### src/rtl/ttt_pkg.sv
// Shared types and constants for the tic-tac-toe turn controller.
package ttt_pkg;

    typedef enum logic [1:0] {
        PLAY  = 2'd0,
        CHECK = 2'd1,
        DONE  = 2'd2
    } state_t;

    typedef enum logic [1:0] {
        WIN_NONE = 2'b00,
        WIN_X    = 2'b01,
        WIN_O    = 2'b10,
        WIN_DRAW = 2'b11
    } winner_t;

    localparam int NUM_LINES = 8;

    // Rows, columns, then the two diagonals; bit n-1 is board position n.
    localparam logic [8:0] WIN_LINES [NUM_LINES] = '{
        9'h007, 9'h038, 9'h1C0,
        9'h049, 9'h092, 9'h124,
        9'h111, 9'h054
    };

    localparam logic [8:0] FULL_BOARD = 9'h1FF;

endpackage

### src/rtl/ttt_turn_controller_if.sv
// Move handshake and board status bundle between keypad front end,
// turn controller and display back end.
interface ttt_turn_controller_if;
    logic       new_game;
    logic       move_valid;
    logic [3:0] move_pos;
    logic       move_ready;
    logic [8:0] board_x;
    logic [8:0] board_o;
    logic       turn;
    logic       illegal;
    logic       game_over;
    logic [1:0] winner;

    modport master (
        output new_game, move_valid, move_pos,
        input  move_ready, board_x, board_o, turn, illegal, game_over, winner
    );

    modport slave (
        input  new_game, move_valid, move_pos,
        output move_ready, board_x, board_o, turn, illegal, game_over, winner
    );
endinterface

### src/rtl/ttt_line_check.sv
// Combinational three-in-a-row detector for one player's occupancy mask.
module ttt_line_check
    import ttt_pkg::*;
(
    input  logic [8:0] board,
    output logic       win
);

    // Any line whose every cell is held by this player is a win.
    always_comb begin
        win = 1'b0;
        for (int i = 0; i < NUM_LINES; i++) begin
            if ((board & WIN_LINES[i]) == WIN_LINES[i]) begin
                win = 1'b1;
            end
        end
    end

endmodule

### src/rtl/ttt_turn_controller.sv
// Tic-tac-toe turn sequencer: takes one move per handshake, keeps the two
// occupancy registers, alternates turns and reports win or draw.
//
//   state | meaning
//   ------+-----------------------------------------------------------
//   PLAY  | waiting for a move; move_ready high
//   CHECK | one cycle to judge the board just updated; no moves taken
//   DONE  | game finished; all moves ignored until new_game or reset
module ttt_turn_controller
    import ttt_pkg::*;
#(
    parameter logic FIRST_PLAYER = 1'b0,
    parameter int   CELLS        = 9
) (
    input logic                  clk,
    input logic                  rst_n,
    ttt_turn_controller_if.slave bus
);

    state_t             state_q, state_d;
    logic [CELLS-1:0]   board_x_q, board_x_d;
    logic [CELLS-1:0]   board_o_q, board_o_d;
    logic               turn_q, turn_d;
    logic               illegal_q, illegal_d;
    logic               game_over_q, game_over_d;
    logic [1:0]         winner_q, winner_d;

    logic [CELLS-1:0]   move_mask;
    logic               move_legal;
    logic               move_take;
    logic               win_x;
    logic               win_o;
    logic               board_full;

    ttt_line_check u_line_x (.board(board_x_q), .win(win_x));
    ttt_line_check u_line_o (.board(board_o_q), .win(win_o));

    // Position code to one-hot cell; out-of-range codes give an empty mask.
    always_comb begin
        move_mask = '0;
        case (bus.move_pos)
            4'd1:    move_mask = 9'h001;
            4'd2:    move_mask = 9'h002;
            4'd3:    move_mask = 9'h004;
            4'd4:    move_mask = 9'h008;
            4'd5:    move_mask = 9'h010;
            4'd6:    move_mask = 9'h020;
            4'd7:    move_mask = 9'h040;
            4'd8:    move_mask = 9'h080;
            4'd9:    move_mask = 9'h100;
            default: move_mask = '0;
        endcase
    end

    assign move_legal = (move_mask != '0) && ((move_mask & (board_x_q | board_o_q)) == '0);
    assign move_take  = bus.move_valid && (state_q == PLAY);
    assign board_full = ((board_x_q | board_o_q) == FULL_BOARD);

    // State and all status registers; every output comes straight from here.
    always_ff @(posedge clk or negedge rst_n) begin
        if (!rst_n) begin
            state_q     <= PLAY;
            board_x_q   <= '0;
            board_o_q   <= '0;
            turn_q      <= FIRST_PLAYER;
            illegal_q   <= 1'b0;
            game_over_q <= 1'b0;
            winner_q    <= WIN_NONE;
        end else begin
            state_q     <= state_d;
            board_x_q   <= board_x_d;
            board_o_q   <= board_o_d;
            turn_q      <= turn_d;
            illegal_q   <= illegal_d;
            game_over_q <= game_over_d;
            winner_q    <= winner_d;
        end
    end

    // Next-state: new_game overrides everything, including a pending CHECK.
    always_comb begin
        state_d = state_q;
        if (bus.new_game) begin
            state_d = PLAY;
        end else begin
            case (state_q)
                PLAY:    if (move_take && move_legal) state_d = CHECK;
                CHECK:   state_d = (win_x || win_o || board_full) ? DONE : PLAY;
                DONE:    state_d = DONE;
                default: state_d = PLAY;
            endcase
        end
    end

    // Board, turn and result updates. Turn only flips once the move has been
    // judged not to end the game, so the winner's turn value is left standing.
    always_comb begin
        board_x_d   = board_x_q;
        board_o_d   = board_o_q;
        turn_d      = turn_q;
        illegal_d   = 1'b0;
        game_over_d = game_over_q;
        winner_d    = winner_q;
        if (bus.new_game) begin
            board_x_d   = '0;
            board_o_d   = '0;
            turn_d      = FIRST_PLAYER;
            game_over_d = 1'b0;
            winner_d    = WIN_NONE;
        end else begin
            case (state_q)
                PLAY: begin
                    if (move_take) begin
                        if (!move_legal) begin
                            illegal_d = 1'b1;
                        end else if (turn_q) begin
                            board_o_d = board_o_q | move_mask;
                        end else begin
                            board_x_d = board_x_q | move_mask;
                        end
                    end
                end
                CHECK: begin
                    if (win_x) begin
                        winner_d    = WIN_X;
                        game_over_d = 1'b1;
                    end else if (win_o) begin
                        winner_d    = WIN_O;
                        game_over_d = 1'b1;
                    end else if (board_full) begin
                        winner_d    = WIN_DRAW;
                        game_over_d = 1'b1;
                    end else begin
                        turn_d = ~turn_q;
                    end
                end
                default: ;
            endcase
        end
    end

    assign bus.move_ready = (state_q == PLAY);
    assign bus.board_x    = board_x_q;
    assign bus.board_o    = board_o_q;
    assign bus.turn       = turn_q;
    assign bus.illegal    = illegal_q;
    assign bus.game_over  = game_over_q;
    assign bus.winner     = winner_q;

endmodule

### src/flat_wrapper.sv
// flat-port wrapper written by rule: the top's interface ports become plain ports
module ttt_turn_controller_flat import ttt_pkg::*;
#(
    parameter logic FIRST_PLAYER = 1'b0,
    parameter int   CELLS        = 9
)
  (clk, rst_n, bus_new_game, bus_move_valid, bus_move_pos, bus_move_ready, bus_board_x, bus_board_o, bus_turn, bus_illegal, bus_game_over, bus_winner);
  ttt_turn_controller_if bus_i ();
  input logic clk;
  input logic rst_n;
  input wire logic [$bits(bus_i.new_game)-1:0] bus_new_game;
  input wire logic [$bits(bus_i.move_valid)-1:0] bus_move_valid;
  input wire logic [$bits(bus_i.move_pos)-1:0] bus_move_pos;
  output wire logic [$bits(bus_i.move_ready)-1:0] bus_move_ready;
  output wire logic [$bits(bus_i.board_x)-1:0] bus_board_x;
  output wire logic [$bits(bus_i.board_o)-1:0] bus_board_o;
  output wire logic [$bits(bus_i.turn)-1:0] bus_turn;
  output wire logic [$bits(bus_i.illegal)-1:0] bus_illegal;
  output wire logic [$bits(bus_i.game_over)-1:0] bus_game_over;
  output wire logic [$bits(bus_i.winner)-1:0] bus_winner;
  assign bus_i.new_game = bus_new_game;
  assign bus_i.move_valid = bus_move_valid;
  assign bus_i.move_pos = bus_move_pos;
  assign bus_move_ready = bus_i.move_ready;
  assign bus_board_x = bus_i.board_x;
  assign bus_board_o = bus_i.board_o;
  assign bus_turn = bus_i.turn;
  assign bus_illegal = bus_i.illegal;
  assign bus_game_over = bus_i.game_over;
  assign bus_winner = bus_i.winner;
  ttt_turn_controller #(.FIRST_PLAYER(FIRST_PLAYER), .CELLS(CELLS)) u_core (.clk(clk), .rst_n(rst_n), .bus(bus_i));
endmodule
### config.mk
export PLATFORM = sky130hd
export DESIGN_NAME = ttt_turn_controller_flat
export DESIGN_NICKNAME = d
export VERILOG_FILES = /design/src/rtl/ttt_pkg.sv /design/src/rtl/ttt_turn_controller_if.sv /design/src/rtl/ttt_line_check.sv /design/src/rtl/ttt_turn_controller.sv /design/src/flat_wrapper.sv
export SDC_FILE = /design/constraint.sdc
export NUM_CORES = 1
export LEC_CHECK = 0
export CAP_MARGIN = 5
export CORE_MARGIN = 4
export CORE_UTILIZATION = 50
export DETAILED_ROUTE_END_ITERATION = 12
export GPL_TIMING_DRIVEN = 1
export PLACE_DENSITY = 0.76
export SYNTH_ARGS = -nofsm -noshare
export SYNTH_HDL_FRONTEND = slang
export SYNTH_HIERARCHICAL = 1
export SYNTH_SLANG_ARGS = --single-unit
### constraint.sdc
create_clock -name clk -period 4.3 [get_ports clk]
set_input_delay 0.43 -clock clk [delete_from_list [all_inputs] [get_ports clk]]
set_output_delay 0.43 -clock clk [all_outputs]
set_load 0.03 [all_outputs]
# [Word-level counts from Yosys, hierarchy flattened]
# Memory sizes are Yosys's and may differ from the RTL's.
# Index checks and enable logic that the tools add are counted.
[word_totals] regBits=25 mem_bits_ro=144 elab_cells=104 n_memories=1
[mem_list] name="(name not given)" words=16 word_bits=9 read_ports=1 rd_clocked_by_memory_dff=0 wr=0 line="ttt_turn_controller.sv:41" text="case (bus.move_pos)"
[classes] eq_ne=24 n_mux=49 bitwise=5 n_reduce_logical=18
[op_table] operator="9-bit two-way mux" count=10
[op_table] operator="3-bit == test (second input constant)" count=16
[op_table] operator="1-bit two-way mux" count=30
[op_table] operator="9-bit bitwise OR" count=3
[op_table] operator="2-bit two-way mux" count=8
[op_table] operator="4-bit AND reduction" count=3
[op_table] operator="2-bit nonzero test" count=5
[op_table] operator="9-bit AND" count=1
[op_table] operator="9-bit == test (second input constant)" count=1
[op_table] operator="9-bit logical NOT" count=1
[op_table] operator="9-bit nonzero test" count=1
[op_table] operator="2-bit inequality test (second input constant)" count=4
[op_table] operator="2-bit case mux with 3 select lines" count=1
[op_table] operator="4-bit nonzero test" count=1
[op_table] operator="1-bit logical AND" count=3
[op_table] operator="3-bit by 2-bit inequality test with 1-bit output (second input constant)" count=1
[op_table] operator="2-bit by 1-bit == test with 1-bit output (second input constant)" count=1
[op_table] operator="2-bit == test (second input constant)" count=1
[op_table] operator="2-bit logical NOT" count=1
[op_table] operator="1-bit logical OR" count=2
[op_table] operator="2-bit AND reduction" count=1
[op_table] operator="1-bit NOT" count=1

# [Longest topological paths before layout]
[depth] depth_word=14 depth_mapped=7 ltp_nobuf=7

# [Hierarchy]
# Netlist, hierarchy kept.
[by_module_without_submodules] mod="ttt_turn_controller" instances=1 cells_per_inst=129 area_per_inst_um2=1273.7
[by_module_without_submodules] mod="ttt_line_check" instances=2 cells_per_inst=7 area_per_inst_um2=55.1

# [Worst setup path after synthesis]
# No wires, ideal clock.
[synth_timing] path_kind="input to register" start="input bus_new_game" end="register u_core.board_o_q[2] (netlist: u_core/bus.board_o[2])" arrival_ns=1.846 required_ns=4.225 setup_slack_ns=2.378 cell_stages=5 n_path_buf=1 path_cell_list="or4b_1 > buf_2 > or3_4 > or3_1 > o2bb2ai_2"
[synth_via] elab_chain_len=2
[synth_lines] item="start: declaration" line="flat_wrapper.sv:11" text="input wire logic [$bits(bus_i.new_game)-1:0] bus_new_game;"
[synth_lines] item="2-bit nonzero test (no line)"
[synth_lines] item="4-bit AND reduction (no line)"
[synth_lines] item="end signal: assignment" line="ttt_turn_controller.sv:72" text="board_o_q <= board_o_d;"
[synth_lines] item="end: declaration" line="ttt_turn_controller.sv:22" text="logic [CELLS-1:0] board_o_q, board_o_d;"
# Several ways; a longest one is shown, not always the timed one.
# A chain may end at the register's enable or synchronous reset.

# [Final worst setup path]
[layout_timing] start="input bus_new_game" end="register u_core.board_o_q[7] (netlist: u_core/bus.board_o[7])"
# Same word-level chain as after synthesis.

==> impl_metrics.csv <==
group,metric,value,unit
power_and_ir_drop,total_power,409.9,uW
cells_and_area,fin_area,1730,um^2
die,die_area,3674,um^2
die,rows,18,
sta,drv_slew,0,
routing,drt_iter0_drc,84,
placement,placed_area,1704,um^2
die,fp.dieH,60.61,um
worst_setup_path,startpoint_type,"input port",
power_and_ir_drop,power.clock.fraction,0.264,
worst_setup_path,cp.arrival,2600,ps
worst_setup_path,crit_type,"input port to flop",
worst_setup_path,cp_num_buf_inv,1,
synth,synthArstFlopShare,1.000,
clock_tree,postCtsSetupBuffers,0,
grt,antenna_found_initial,0,
sta,setup_viol,0,
grt,grt_usage,0.2373,
clock_tree,clk_pin_slew,130,ps
synth,syn_nets,151,
sta,tns,0,ps
sta,fin_crit_sh,0.5416,
worst_setup_path,timing.critical_path.fanout_max,7,
routing,vias,1377,
grt,grt_pass1_vias,1379,
hold_path,hp-class,"flop to flop",
sta,relSlewSlack,0.2818,
synth,yosys.cell_types.count,40,
cells_and_area,antenna_cells,0,
placement,port_buffers,31,
clock_tree,ctsResizeCount,0,
synth,ys.flop_type,"dfrtp_1",
synth,synth_seq_cells,25,
clock_tree,clk_latency,320,ps
placement,dp_cells,197,
die,start_util,0.5390,
placement,gp_congestion,0.9457,
power_and_ir_drop,p_int,294.5,uW
synth,synth_area_leader_cell,"dfrtp_1",
routing,vias_per_cell,6.851,
cells_and_area,final_nets,180,
synth,yosysWarnings,6,
clock_tree,cts_made_buffers,3,
synth,yosys-top-cells-area,"dfrtp_1 45%, a22o_1 4.4%, o41ai_1 4.4%",
cells_and_area,drive_above_1_share,0.07018,
power_and_ir_drop,sw_frac_of_total,0.2815,
grt,use_met2,0.3649,
clock_tree,h-tree-depth,1,
grt,grtUsageMet3,0.04043,
power_and_ir_drop,vdd_ir_drop_max,175.2,uV
worst_setup_path,crit_cells,4,
status,outcome,"finished clean",
power_and_ir_drop,seq_power_share,0.595,
worst_setup_path,endpoint_kind,"flop",
routing,wirelength,3851,um
synth,synth_most_common_cell,"dfrtp_1",
routing,antenna_left,0,
synth,synth_edf_count,0,
clock_tree,ctsRootBufferMaster,"clkbuf_4",
grt,busiest_layer,"met2",
die,io_pins,32,
sta,skew,2.097,ps
sta,tightest_slew,1074,ps
worst_setup_path,cpPeakStageDelay,720,ps
hold_path,hp-start,"u_core/bus.board_o[2]",
routing,drt_drc_violations_left,0,
sta,finalCriticalPeriod,2329,ps
grt,grtUsageMet1,0.3271,
routing,dr.pass1.iters,5,
clock_tree,cts_sinks,25,
sta,rsz0062_at_grt,"no",
synth,synthCells,143,
power_and_ir_drop,p_leak,0.6955,nW
worst_setup_path,cp_top_family,"simple AND/OR/NAND/NOR gates",
die,core,2567,um^2
synth,syn_avg_cell_area,9.677,um^2
cells_and_area,fin_cells,201,
clock_tree,hold_buffers,0,
worst_setup_path,critPathLaunch,"bus_new_game",
worst_setup_path,rr_worst_depth,4,
worst_setup_path,cp.required,4570,ps
worst_setup_path,worstPathCellList,"clkdlybuf4s50_1, or4b_1, nor4b_1, a32o_1",
synth,synth_area,1384,um^2
cells_and_area,area_delta_synth_final,25.05,%
synth,ys_seq_area_frac,0.4521,
power_and_ir_drop,combPwrFrac,0.141,
power_and_ir_drop,powerDensity,236.9,nW/um^2
clock_tree,cts_tree,"built",
worst_setup_path,reg2reg_from,"u_core/bus.board_o[2]",
clock_tree,clock_path_buffers,2,
run,maxCapViolCount,0,
placement,place_ws,1639,ps
sta,setup_ws,1971,ps
synth,yosysTopAreaCellShare,0.4521,
placement,dp_hpwl,2756,um
routing,drt-wirelength-per-cell,19.16,um
grt,grt_overflow,0,
worst_setup_path,cp_slowest_cell,"or4b_1",
die,die_w,60.61,um
grt,grt_max_degree,26,
power_and_ir_drop,power.switching,115.4,uW
synth,synth.top_cells.by_count,"25 x dfrtp_1, 14 x nand2_1, 12 x nor2_1",
hold_path,hold_depth,1,
sta,hold_violations,0,
sta,clock.fmax,0.4294,GHz
grt,grt_pass1_wl,6492,um
-- layout make-up --
| class | instances | area [um^2] |
|---|---|---|
| inverter | 4 | 15.01 |
| tap | 30 | 37.54 |
| clock buffer | 4 | 26.28 |
| fill | 220 | 837.1 |
| timing repair buffer | 31 | 310.3 |
| sequential | 25 | 625.6 |
| multi-input combinational | 107 | 715.7 |
-- kinds of logic after synthesis --
logic type,count (synthesis),synth area share
AND/OR/NAND/NOR,53,0.1935
buffers and inverters,11,0.03073
multiplexers,1,0.008137
flip-flops,25,0.4521
AO/OA/AOI/OAI,53,0.3156
-- cells in the final DEF (no fill, tap or decap), types with 2 or more instances in the layout --
cell type	count
or2_2	3
clkdlybuf4s50_1	31
dfrtp_1	25
a32o_1	4
o2bb2ai_1	5
or3_1	2
nor3_1	6
o41ai_1	7
clkbuf_4	3
nand2_1	14
a211oi_1	3
a22o_1	7
a21oi_1	4
a22o_2	2
nor2b_1	3
inv_1	4
nand2b_1	2
nand3_1	4
o22ai_1	2
a22oi_1	4
nor2_1	12
o21ai_0	5
-- final timing paths --
kind,end,slack [ps]
max,u_core/bus.board_o[7],1970
min,u_core/bus.board_o[2],600
max reg2reg,u_core/bus.board_x[0],2150
min reg2reg,u_core/bus.board_o[2],600
max in group asynchronous,u_core/bus.board_o[5],2990
min in group asynchronous,u_core/bus.board_o[4],670
-- power groups by stage --
stage / combinational (mW) / sequential, mW / clock [mW]
floorplan: 0.0281 / 0.251 / 0
global placement: 0.0561 / 0.248 / 0
detailed placement: 0.0570 / 0.248 / 0
global route: 0.0630 / 0.245 / 0.123
finish: 0.0578 / 0.244 / 0.108
CTS: 0.0572 / 0.244 / 0.110
-- stage by stage --
stage            util  hold slack, ps
6_report       0.6740           598.2
2_1_floorplan       -           134.4
4_1_cts        0.6740           594.2
3_3_place_gp   0.6637           558.9
3_5_place_dp   0.6637           558.6
5_1_grt        0.6740           625.5
-- sequential cells by signal (all words and copies together) (netlist names) --
signal,flops
u_core/state_q,2
u_core/bus.winner,2
u_core/bus.board_x,9
u_core/bus.board_o,9
u_core/bus.illegal,1
u_core/bus.game_over,1
u_core/bus.turn,1
-- worst register-to-register path: cells and delay by family, from the launching register on --
kind,cells,cell delay (ps)
DFF,1,460
and+or+nand+nor,1,330
AOI/OAI and AO/OA,3,1250
-- metal layers --
layer | part of all wire | vias to the layer above
met5 | 0 | -
met4 | 0.028 | 0
met3 | 0.084 | 12
met2 | 0.45 | 90
met1 | 0.44 | 661
li1 | - | 614
No activity file was read; power rests on OpenSTA's default activity.
